===== config.mk =====
export PLATFORM = sky130hd
export DESIGN_NAME = vga_text_ctrl
export DESIGN_NICKNAME = d
export VERILOG_FILES = /design/src/rtl/vga_text_ctrl.sv
export SDC_FILE = /design/constraint.sdc
export NUM_CORES = 1
export LEC_CHECK = 0
export ABC_AREA = 1
export CORE_ASPECT_RATIO = 1.25
export CORE_MARGIN = 2
export CORE_UTILIZATION = 45
export CTS_CLUSTER_DIAMETER = 120
export DETAILED_ROUTE_END_ITERATION = 12
export PLACE_DENSITY = 0.67
export SYNTH_ARGS = -nofsm -noshare
export SYNTH_HDL_FRONTEND = slang
export SYNTH_SLANG_ARGS = --single-unit

===== constraint.sdc =====
create_clock -name clk -period 3.4 [get_ports clk]
set_input_delay 0.68 -clock clk [delete_from_list [all_inputs] [get_ports clk]]
set_output_delay 0.68 -clock clk [all_outputs]
set_load 0.02 [all_outputs]

===== src/rtl/vga_text_ctrl.sv =====
// Text-mode write controller: keystrokes -> character-RAM writes, cursor, scroll.
// Optional VGA_TEXT_CLR_ON_RST_EN: sweep every cell with spaces after reset.
module vga_text_ctrl #(
   parameter int COLS  = 70,
   parameter int ROWS  = 30,
   parameter int COL_W = 7,
   parameter int ROW_W = 5
) (
   input  logic             clk,
   input  logic             rst,
   input  logic             key_valid,
   input  logic [7:0]       key_ascii,
   output logic             key_ready,
   output logic             wr_en,
   output logic [ROW_W-1:0] wr_row,
   output logic [COL_W-1:0] wr_col,
   output logic [7:0]       wr_char,
   output logic [ROW_W-1:0] scroll_base,
   output logic [ROW_W-1:0] cursor_row,
   output logic [COL_W-1:0] cursor_col,
   output logic             busy
);

   localparam logic [COL_W-1:0] COL_LAST = COL_W'(COLS - 1);
   localparam logic [ROW_W-1:0] ROW_LAST = ROW_W'(ROWS - 1);
   localparam logic [7:0]       SPACE    = 8'h20;
   localparam logic [7:0]       BS       = 8'h08;

   typedef enum logic [1:0] {
      IDLE,
      EXEC,
      CLEAR,
      CLRALL
   } state_e;

   state_e           state_q;
   logic [7:0]       key_q;
   logic [ROW_W-1:0] row_q;
   logic [COL_W-1:0] col_q;
   logic [ROW_W-1:0] base_q;
   logic             wr_en_q;
   logic [ROW_W-1:0] wr_row_q;
   logic [COL_W-1:0] wr_col_q;
   logic [7:0]       wr_char_q;

   function automatic logic is_print(input logic [7:0] k);
      return (k >= 8'h20) && (k <= 8'h7E);
   endfunction

   function automatic logic is_nl(input logic [7:0] k);
      return (k == 8'h0A) || (k == 8'h0D);
   endfunction

   // Logical -> physical row without a divider: both operands are < ROWS.
   function automatic logic [ROW_W-1:0] phys(
      input logic [ROW_W-1:0] base,
      input logic [ROW_W-1:0] r
   );
      logic [ROW_W:0] s;
      s = {1'b0, base} + {1'b0, r};
      if (s >= (ROW_W+1)'(ROWS))
         s = s - (ROW_W+1)'(ROWS);
      return s[ROW_W-1:0];
   endfunction

   logic [ROW_W-1:0] row_prev;
   logic [ROW_W-1:0] phys_cur;
   logic [ROW_W-1:0] phys_prev;
   logic             key_known;
   logic             nl_exec;

   assign row_prev  = row_q - ROW_W'(1);
   assign phys_cur  = phys(base_q, row_q);
   assign phys_prev = phys(base_q, row_prev);
   assign key_known = is_print(key_ascii) || is_nl(key_ascii)
                      || (key_ascii == BS);
   assign nl_exec   = is_nl(key_q)
                      || (is_print(key_q) && (col_q == COL_LAST));

   always_ff @(posedge clk) begin
      if (rst) begin
         row_q  <= '0;
         col_q  <= '0;
         base_q <= '0;
         key_q  <= '0;
`ifdef VGA_TEXT_CLR_ON_RST_EN
         state_q   <= CLRALL;
         wr_en_q   <= 1'b1;
         wr_row_q  <= '0;
         wr_col_q  <= '0;
         wr_char_q <= SPACE;
`else
         state_q   <= IDLE;
         wr_en_q   <= 1'b0;
         wr_row_q  <= '0;
         wr_col_q  <= '0;
         wr_char_q <= '0;
`endif
      end else begin
         unique case (state_q)
            IDLE: begin
               if (key_valid && key_known) begin
                  key_q   <= key_ascii;
                  state_q <= EXEC;
                  if (is_print(key_ascii)) begin
                     wr_en_q   <= 1'b1;
                     wr_row_q  <= phys_cur;
                     wr_col_q  <= col_q;
                     wr_char_q <= key_ascii;
                  end else if (key_ascii == BS && col_q != '0) begin
                     wr_en_q   <= 1'b1;
                     wr_row_q  <= phys_cur;
                     wr_col_q  <= col_q - COL_W'(1);
                     wr_char_q <= SPACE;
                  end else if (key_ascii == BS && row_q != '0) begin
                     wr_en_q   <= 1'b1;
                     wr_row_q  <= phys_prev;
                     wr_col_q  <= COL_LAST;
                     wr_char_q <= SPACE;
                  end
               end
            end
            EXEC: begin
               wr_en_q <= 1'b0;
               state_q <= IDLE;
               if (nl_exec) begin
                  col_q <= '0;
                  if (row_q != ROW_LAST) begin
                     row_q <= row_q + ROW_W'(1);
                  end else begin
                     // Old top line becomes the new bottom line; blank it.
                     base_q    <= (base_q == ROW_LAST) ? '0
                                  : base_q + ROW_W'(1);
                     state_q   <= CLEAR;
                     wr_en_q   <= 1'b1;
                     wr_row_q  <= base_q;
                     wr_col_q  <= '0;
                     wr_char_q <= SPACE;
                  end
               end else if (key_q == BS) begin
                  if (col_q != '0) begin
                     col_q <= col_q - COL_W'(1);
                  end else if (row_q != '0) begin
                     row_q <= row_prev;
                     col_q <= COL_LAST;
                  end
               end else begin
                  col_q <= col_q + COL_W'(1);
               end
            end
            CLEAR: begin
               if (wr_col_q == COL_LAST) begin
                  wr_en_q <= 1'b0;
                  state_q <= IDLE;
               end else begin
                  wr_col_q <= wr_col_q + COL_W'(1);
               end
            end
`ifdef VGA_TEXT_CLR_ON_RST_EN
            CLRALL: begin
               if (wr_col_q == COL_LAST) begin
                  if (wr_row_q == ROW_LAST) begin
                     wr_en_q <= 1'b0;
                     state_q <= IDLE;
                  end else begin
                     wr_col_q <= '0;
                     wr_row_q <= wr_row_q + ROW_W'(1);
                  end
               end else begin
                  wr_col_q <= wr_col_q + COL_W'(1);
               end
            end
`endif
            default: state_q <= IDLE;
         endcase
      end
   end

   assign key_ready   = (state_q == IDLE);
   assign busy        = ~key_ready;
   assign wr_en       = wr_en_q;
   assign wr_row      = wr_row_q;
   assign wr_col      = wr_col_q;
   assign wr_char     = wr_char_q;
   assign scroll_base = base_q;
   assign cursor_row  = row_q;
   assign cursor_col  = col_q;

endmodule

### Word level (Yosys, flattened, before mapping)

Index checks and enable logic that the tools add are counted.

| word-level totals | value |
|---|---|
| flip-flop bits (word level) | 48 |
| input port bits | 11 |
| output and inout port bits | 40 |

| cells by class | value |
|---|---|
| $add $sub $neg | 10 |
| order comparisons | 6 |
| equal/unequal tests | 21 |
| mux-type cells | 47 |
| bitwise operators | 2 |
| reduce and logical (&&, ||, !) cells | 26 |

Operators with widths:

| operator | count |
|---|---|
| $mux 7 | 11 |
| $mux 5 | 14 |
| $eq 8x4->1 const B | 6 |
| $mux 8 | 6 |
| $pmux 7 s3 | 1 |
| $ge 8x6->1 const B | 2 |
| $le 8x7->1 const B | 2 |
| $pmux 8 s2 | 1 |
| $add 7x1->7 const B | 2 |
| $eq 7x7->1 const B | 2 |
| $add 5x5->6 | 2 |
| $ge 6x5->1 const B | 2 |
| $add 5x1->5 const B | 2 |
| $ne 2x2->1 const B | 5 |
| $pmux 5 s2 | 1 |
| $reduce_and 5->1 | 2 |
| $sub 5x5->5 const B | 2 |
| $mux 2 | 4 |
| $mux 1 | 7 |
| $reduce_bool 7->1 | 1 |
| $sub 7x1->7 const B | 1 |
| $logic_and 1x1->1 | 6 |
| $pmux 2 s3 | 1 |
| $reduce_and 2->1 | 3 |
| other kinds (18) | 26 |

### Depth between registers and ports, before layout

| logic depth | value |
|---|---|
| depth in word-level cells | 9 |
| gate-level depth with buffers | 16 |
| depth with buffers taken out | 16 |

### Worst setup path after synthesis

No wires, ideal clock.

| timing path | value |
|---|---|
| path kind | register to register |
| start | register row_q[1] (netlist: cursor_row[1]) |
| end | register wr_row_q[3] (netlist: wr_row[3]) |
| setup time | 0.066 ns |
| arrival time | 2.292 ns |
| data required time | 3.334 ns |
| setup slack | 1.042 ns |
| cell stages (with the launch flop) | 15 |
| clock period less this slack | 2.358 ns |
| cell sequence | dfxtp_1 > inv_1 > ha_1 > inv_1 > fa_1 > xnor2_1 > inv_1 > ha_1 > inv_1 > nand2_1 > nand2_1 > nand2_1 > nand3_1 > nand3_1 > a21oi_2 |

| on the way | value |
|---|---|
| word-level cells in the longest chain between the ends | 9 |
| elaborated cells on any way between the ends | 20 |
| those cells by class | add/sub: 5; order compare: 2; eq/ne: 3; mux: 7; reduce/logical: 3 |

Ends and longest elaborated chain:

| item | line | source |
|---|---|---|
| from (decl) | 38 | `logic [ROW_W-1:0] row_q;` |
| from (signal assigned) | 129 | `row_q <= row_q + ROW_W'(1);` |
| from (signal assigned) | 144 | `row_q <= row_prev;` |
| $sub 5x1->5 | 72 | `assign row_prev = row_q - ROW_W'(1);` |
| $add 5x5->6 | 60 | `s = {1'b0, base} + {1'b0, r};` |
| $sub 5x5->5 or $ge 6x5->1 (tied branches) | 62, 61 |  |
| $mux 5 | 61 | `if (s >= (ROW_W+1)'(ROWS))` |
| $mux 5 | 115 | `end else if (key_ascii == BS && row_q != '0) begin` |
| $mux 5 | 110 | `end else if (key_ascii == BS && col_q != '0) begin` |
| $mux 5 | 105 | `if (is_print(key_ascii)) begin` |
| $mux 5 | 102 | `if (key_valid && key_known) begin` |
| $pmux 5 s2 | 100 | `unique case (state_q)` |
| to (signal assigned) | 107 | `wr_row_q <= phys_cur;` |
| to (signal assigned) | 112 | `wr_row_q <= phys_cur;` |
| to (signal assigned) | 117 | `wr_row_q <= phys_prev;` |
| to (decl) | 42 | `logic [ROW_W-1:0] wr_row_q;` |

Several ways; a longest one is shown, not always the timed one. The select of a mux whose other input is x is not followed.
A chain may end at the register's enable or synchronous reset.

### Worst setup path in the final report

| timing path | value |
|---|---|
| start | register row_q[1] (netlist: cursor_row[1]) |
| end | register wr_row_q[2] (netlist: wr_row[2]) |

Same word-level chain as after synthesis.

==> impl_results.md <==
- Arrival time of the worst setup path: 2.91 ns
- Endpoint of the worst hold path: wr_char[7]$_SDFFE_PP0P_
- Area enclosed by the die boundary: 9360 um2
- Main combinational cell family by area after synthesis: simple AND/OR/NAND/NOR gates
- R2R depth: 15
- Later-pin clock latency in the skew report: 0.31 ns
- Residual DRC count: 0
- TritonCTS Sinks: 48
- Total of endpoints with negative setup slack in the final report: 0
- Number of diodes: 0
- Simple-gate share of the synthesized area: 36.8%
- Synthesized-area fraction occupied by xor and xnor cells: approximately 3.4%
- Maximum frequency from static timing analysis: 376 MHz
- Type of the worst setup path: flip-flop to flip-flop
- Final #Nets: 689
- Fin. max-slew vios: 0
- Post-Synthesis Mean Instance Area: approximately 6.4 um2
- Die Ht: 108 um
- Gate count of the mapped netlist: 601
- Crit-path most repeated cell: nand2_1
- Portion of netlist area occupied by mux cells: 0%
- Root buf cell: clkbuf_8
- Maximum number of pins on one net before global-route repair: 26
- Worst setup timing slack at the placement stage: between 0.7 and 0.8 ns
- H-tree depth reported by CTS: 2
- Number of nets produced by synthesis: 640
- Switching share of power: 40.7%
- Overall routing resource usage: 22.8%
- Number of buffers added by the clock tree synthesis step: 5
- Cell depth of the worst min-delay path: 2
- Core region area: 8290 um2
- Setup total negative slack: 0 ns
- CTS Hold Bufs: 0
- Synth Area in Adders: 9.44%
- Time the worst path needs with I/O delays and setup: roughly 2.7 ns
- Hold path start: wr_char[7]$_SDFFE_PP0P_
- Fraction of final layout cells with drive strength greater than 1: under 10%
- Cell type with the highest aggregate area in the netlist: dfxtp_1
- Via density per instance: 5.27
- Grt total ovfl: 0
- Kind of cell with the highest combined delay on the critical path: simple AND/OR/NAND/NOR gates
- Yosys top cell area share: 24.8%
- Pwr per Cell Area: 409 nW/um2
- Final hold violation count: 0
- TritonCTS clock tree: built
- Number of antenna violations at the first check in global routing: 0
- Internal Pwr Total: between 1 and 1.5 mW
- Distinct cell type count after synthesis: 38
- Remaining number of nets flagged by the antenna check after routing: 0
- Final WS setup: 0.739 ns
- Combined area of all synthesized cells: 3870 um2
- Worst Setup End Kind: flip-flop
- PostCTS Resize Cnt: 0
- Growth of design area from synthesis to finish: 17.4%
- Final period util: 78.3%
- Initial Util: 46.7%
- Top library cells by usage in the layout, fill and taps aside: nand2_1 (136), inv_1 (85), nor2_1 (76), clkdlybuf4s50_1 (50), dfxtp_1 (48)
- RSZ-0062 raised after global routing: false
- Worst reg2reg path endpoint: wr_row[2]$_SDFFE_PP0P_
- HPWL after DPL: 7.95 mm
- Maximum count of clock buffers along a single path: 2
- Routed wirelength normalized by instance count: 13.5 um
- Type of origin of the critical path: flip-flop
- Number of buffers added for setup after CTS: 0
- Slew at the pin closest to its max-slew limit: 0.580 ns
- Via count of the first global-routing pass: 3,800
- Total via count after detailed routing: 3,945
- Die boundary width: slightly below 90 um
- Largest fanout on the critical path: 7
- Number of primary I/O pins: 51
- Crit path largest cell delay: between 0.5 and 0.6 ns
- Beginning of the worst register-to-register path: cursor_row[1]$_SDFFE_PP0P_
- Number of max-cap violations: 0
- Routed Wire Length: 10.1 mm
- Standby leakage power: 2.10 nW
- Clock transition at path regs: 0.09 ns
- Highest ir drop seen on vdd: 0.000231 V
- List of cells traversed by the critical path: inv_1, ha_1, xor2_1, ha_1, nand2_1, nand2_1, inv_1, nand3_1, nand2_1, nand3_1, nand2_1, nand2_1, nand3_1, nand3_1, a21oi_2
- Reg-to-reg slack, setup: 0.74 ns
- Fraction of the mapped netlist area in compound gates: between 15 and 20%
- Number of core rows: 37
- Seq cells post-synth: 48
- Count of buffers from port buffering: 50
- Number of filler instances in the final layout: a little over 800
- Synth top area cells: dfxtp_1 (25%), nand2_1 (13%), ha_1 (8.4%)
- Fraction of power consumed by combinational cells: roughly two fifths
- Weighted congestion at the end of routability-driven global placement: 0.887
- DRC violation total after the first TritonRoute iteration: around 180
- Run status: complete, no violations
- Number of search-and-repair iterations in the first detailed-routing pass: 5
- Wire length of the first global-routing pass: 17.3 mm
- Slew Limit Headroom: 61.3%
- Master of the slowest instance on the critical path: dfxtp_1
- Most common library cell in the layout ignoring fill and taps: nand2_1
- Yosys warning total: 0
- Power share of the clock group: 20.0%
- Required arrival time at the worst endpoint: 3.65 ns
- Worst Skew: 0.00440 ns
- Net switching component of the power: around 760 uW
- Min-Delay Path Class: flip-flop to flip-flop
- Number of buffer and inverter stages on the critical path: 2
- Proportion of power drawn by flip-flops and latches: between 30% and 40%
- Sequential area share after synthesis: 24.8%
-- cells by family after synthesis --
| family | count (synthesis) |
|---|---|
| simple gates | 302 |
| compound gates | 106 |
| buf+inv | 102 |
| flops | 48 |
| fa+ha+maj | 28 |
| xor+xnor | 15 |
-- metrics by stage --
stage | utilization, % | instance area (um2) | std cells | total power [mW] | hold WS, ns
global route | 54.8 | 4540 | 748 | 2.00 | 0.488
finish | 54.8 | 4540 | 748 | 1.86 | 0.464
global placement | 53.6 | 4440 | 740 | 1.49 | 0.456
detailed placement | 53.6 | 4440 | 740 | 1.50 | 0.456
CTS | 54.8 | 4540 | 748 | 1.87 | 0.470
floorplan | - | 3870 | 601 | 1.25 | 0.438
-- Yosys cell counts --
cell / count
o211a_1: 1
nand3_2: 1
xnor2_1: 7
o21ai_0: 42
a31oi_1: 1
nor3_2: 4
nand3_1: 47
ha_1: 26
nor2_8: 2
buf_2: 2
nor2_4: 5
nand2_4: 3
o22ai_1: 2
inv_2: 7
dfxtp_1: 48
o31ai_1: 3
a22oi_1: 1
a21oi_1: 43
xor2_1: 8
a211oi_1: 1
o21ai_1: 3
clkbuf_1: 5
fa_1: 2
nand4_1: 5
or2_2: 1
inv_1: 85
nand2_2: 10
nand2_8: 1
nor3_1: 3
nor2_2: 3
nor3b_1: 1
nand2_1: 136
buf_6: 3
o211ai_1: 3
nand3b_1: 2
a21oi_2: 6
nand3_4: 2
nor2_1: 76
-- final cells by class --
cell class	count	area [um2]	area share, %
clock inverter	2	15.0	0.331
clock buffer	6	82.6	1.82
timing repair buffer	52	515	11.3
tap	97	121	2.67
multi-input combinational	451	2500	55.1
inverter	92	345	7.60
sequential	48	961	21.2
-- power groups by stage --
| stage | combinational [mW] | clock, mW | sequential, mW |
|---|---|---|---|
| after floorplan | 0.468 | 0 | 0.781 |
| after global placement | 0.761 | 0 | 0.725 |
| after detailed placement | 0.775 | 0 | 0.724 |
| after CTS | 0.779 | 0.382 | 0.712 |
| after global routing | 0.868 | 0.410 | 0.725 |
| final | 0.774 | 0.371 | 0.711 |
-- sequential cells by signal, summed over array words and instances (netlist names) --
register	cells
scroll_base	5
cursor_row	5
key_q	8
wr_col	7
cursor_col	7
wr_row	5
wr_en	1
wr_char	8
state_q	2
-- per-layer routing --
metal / global-route usage (%) / vias to the layer above / wire length, um
met5: 0 / - / 0
met4: 7.81 / 0 / 175
met3: 3.22 / 14 / 316
met2: 42.3 / 93 / 5390
met1: 26.0 / 1820 / 4220
li1: - / 2018 / -
-- worst reg2reg max path, stage by stage, from the launching register on --
cell and delay [ns]:
dfxtp_1 0.53, inv_1 0.13, ha_1 0.25, xor2_1 0.25
ha_1 0.36, nand2_1 0.10, nand2_1 0.06, inv_1 0.05
nand3_1 0.09, nand2_1 0.14, nand3_1 0.16, nand2_1 0.11
nand2_1 0.06, nand3_1 0.08, nand3_1 0.11, a21oi_2 0.13
-- worst max-delay path by stage --
stage                                          start                      end  slack, ns  cells after the start
after global placement                  key_ascii[3]  wr_char[3]$_SDFFE_PP0P_       0.79                     12
final                     cursor_row[1]$_SDFFE_PP0P_   wr_row[2]$_SDFFE_PP0P_       0.74                     15
after CTS                 cursor_row[0]$_SDFFE_PP0P_   wr_row[2]$_SDFFE_PP0P_       0.75                     15
after detailed placement                key_ascii[3]  wr_char[1]$_SDFFE_PP0P_       0.74                     12
after global routing      cursor_row[0]$_SDFFE_PP0P_   wr_row[2]$_SDFFE_PP0P_       0.49                     15
after floorplan           cursor_row[1]$_SDFFE_PP0P_   wr_row[3]$_SDFFE_PP0P_       1.04                     14
No activity file was read; power rests on OpenSTA's default activity.
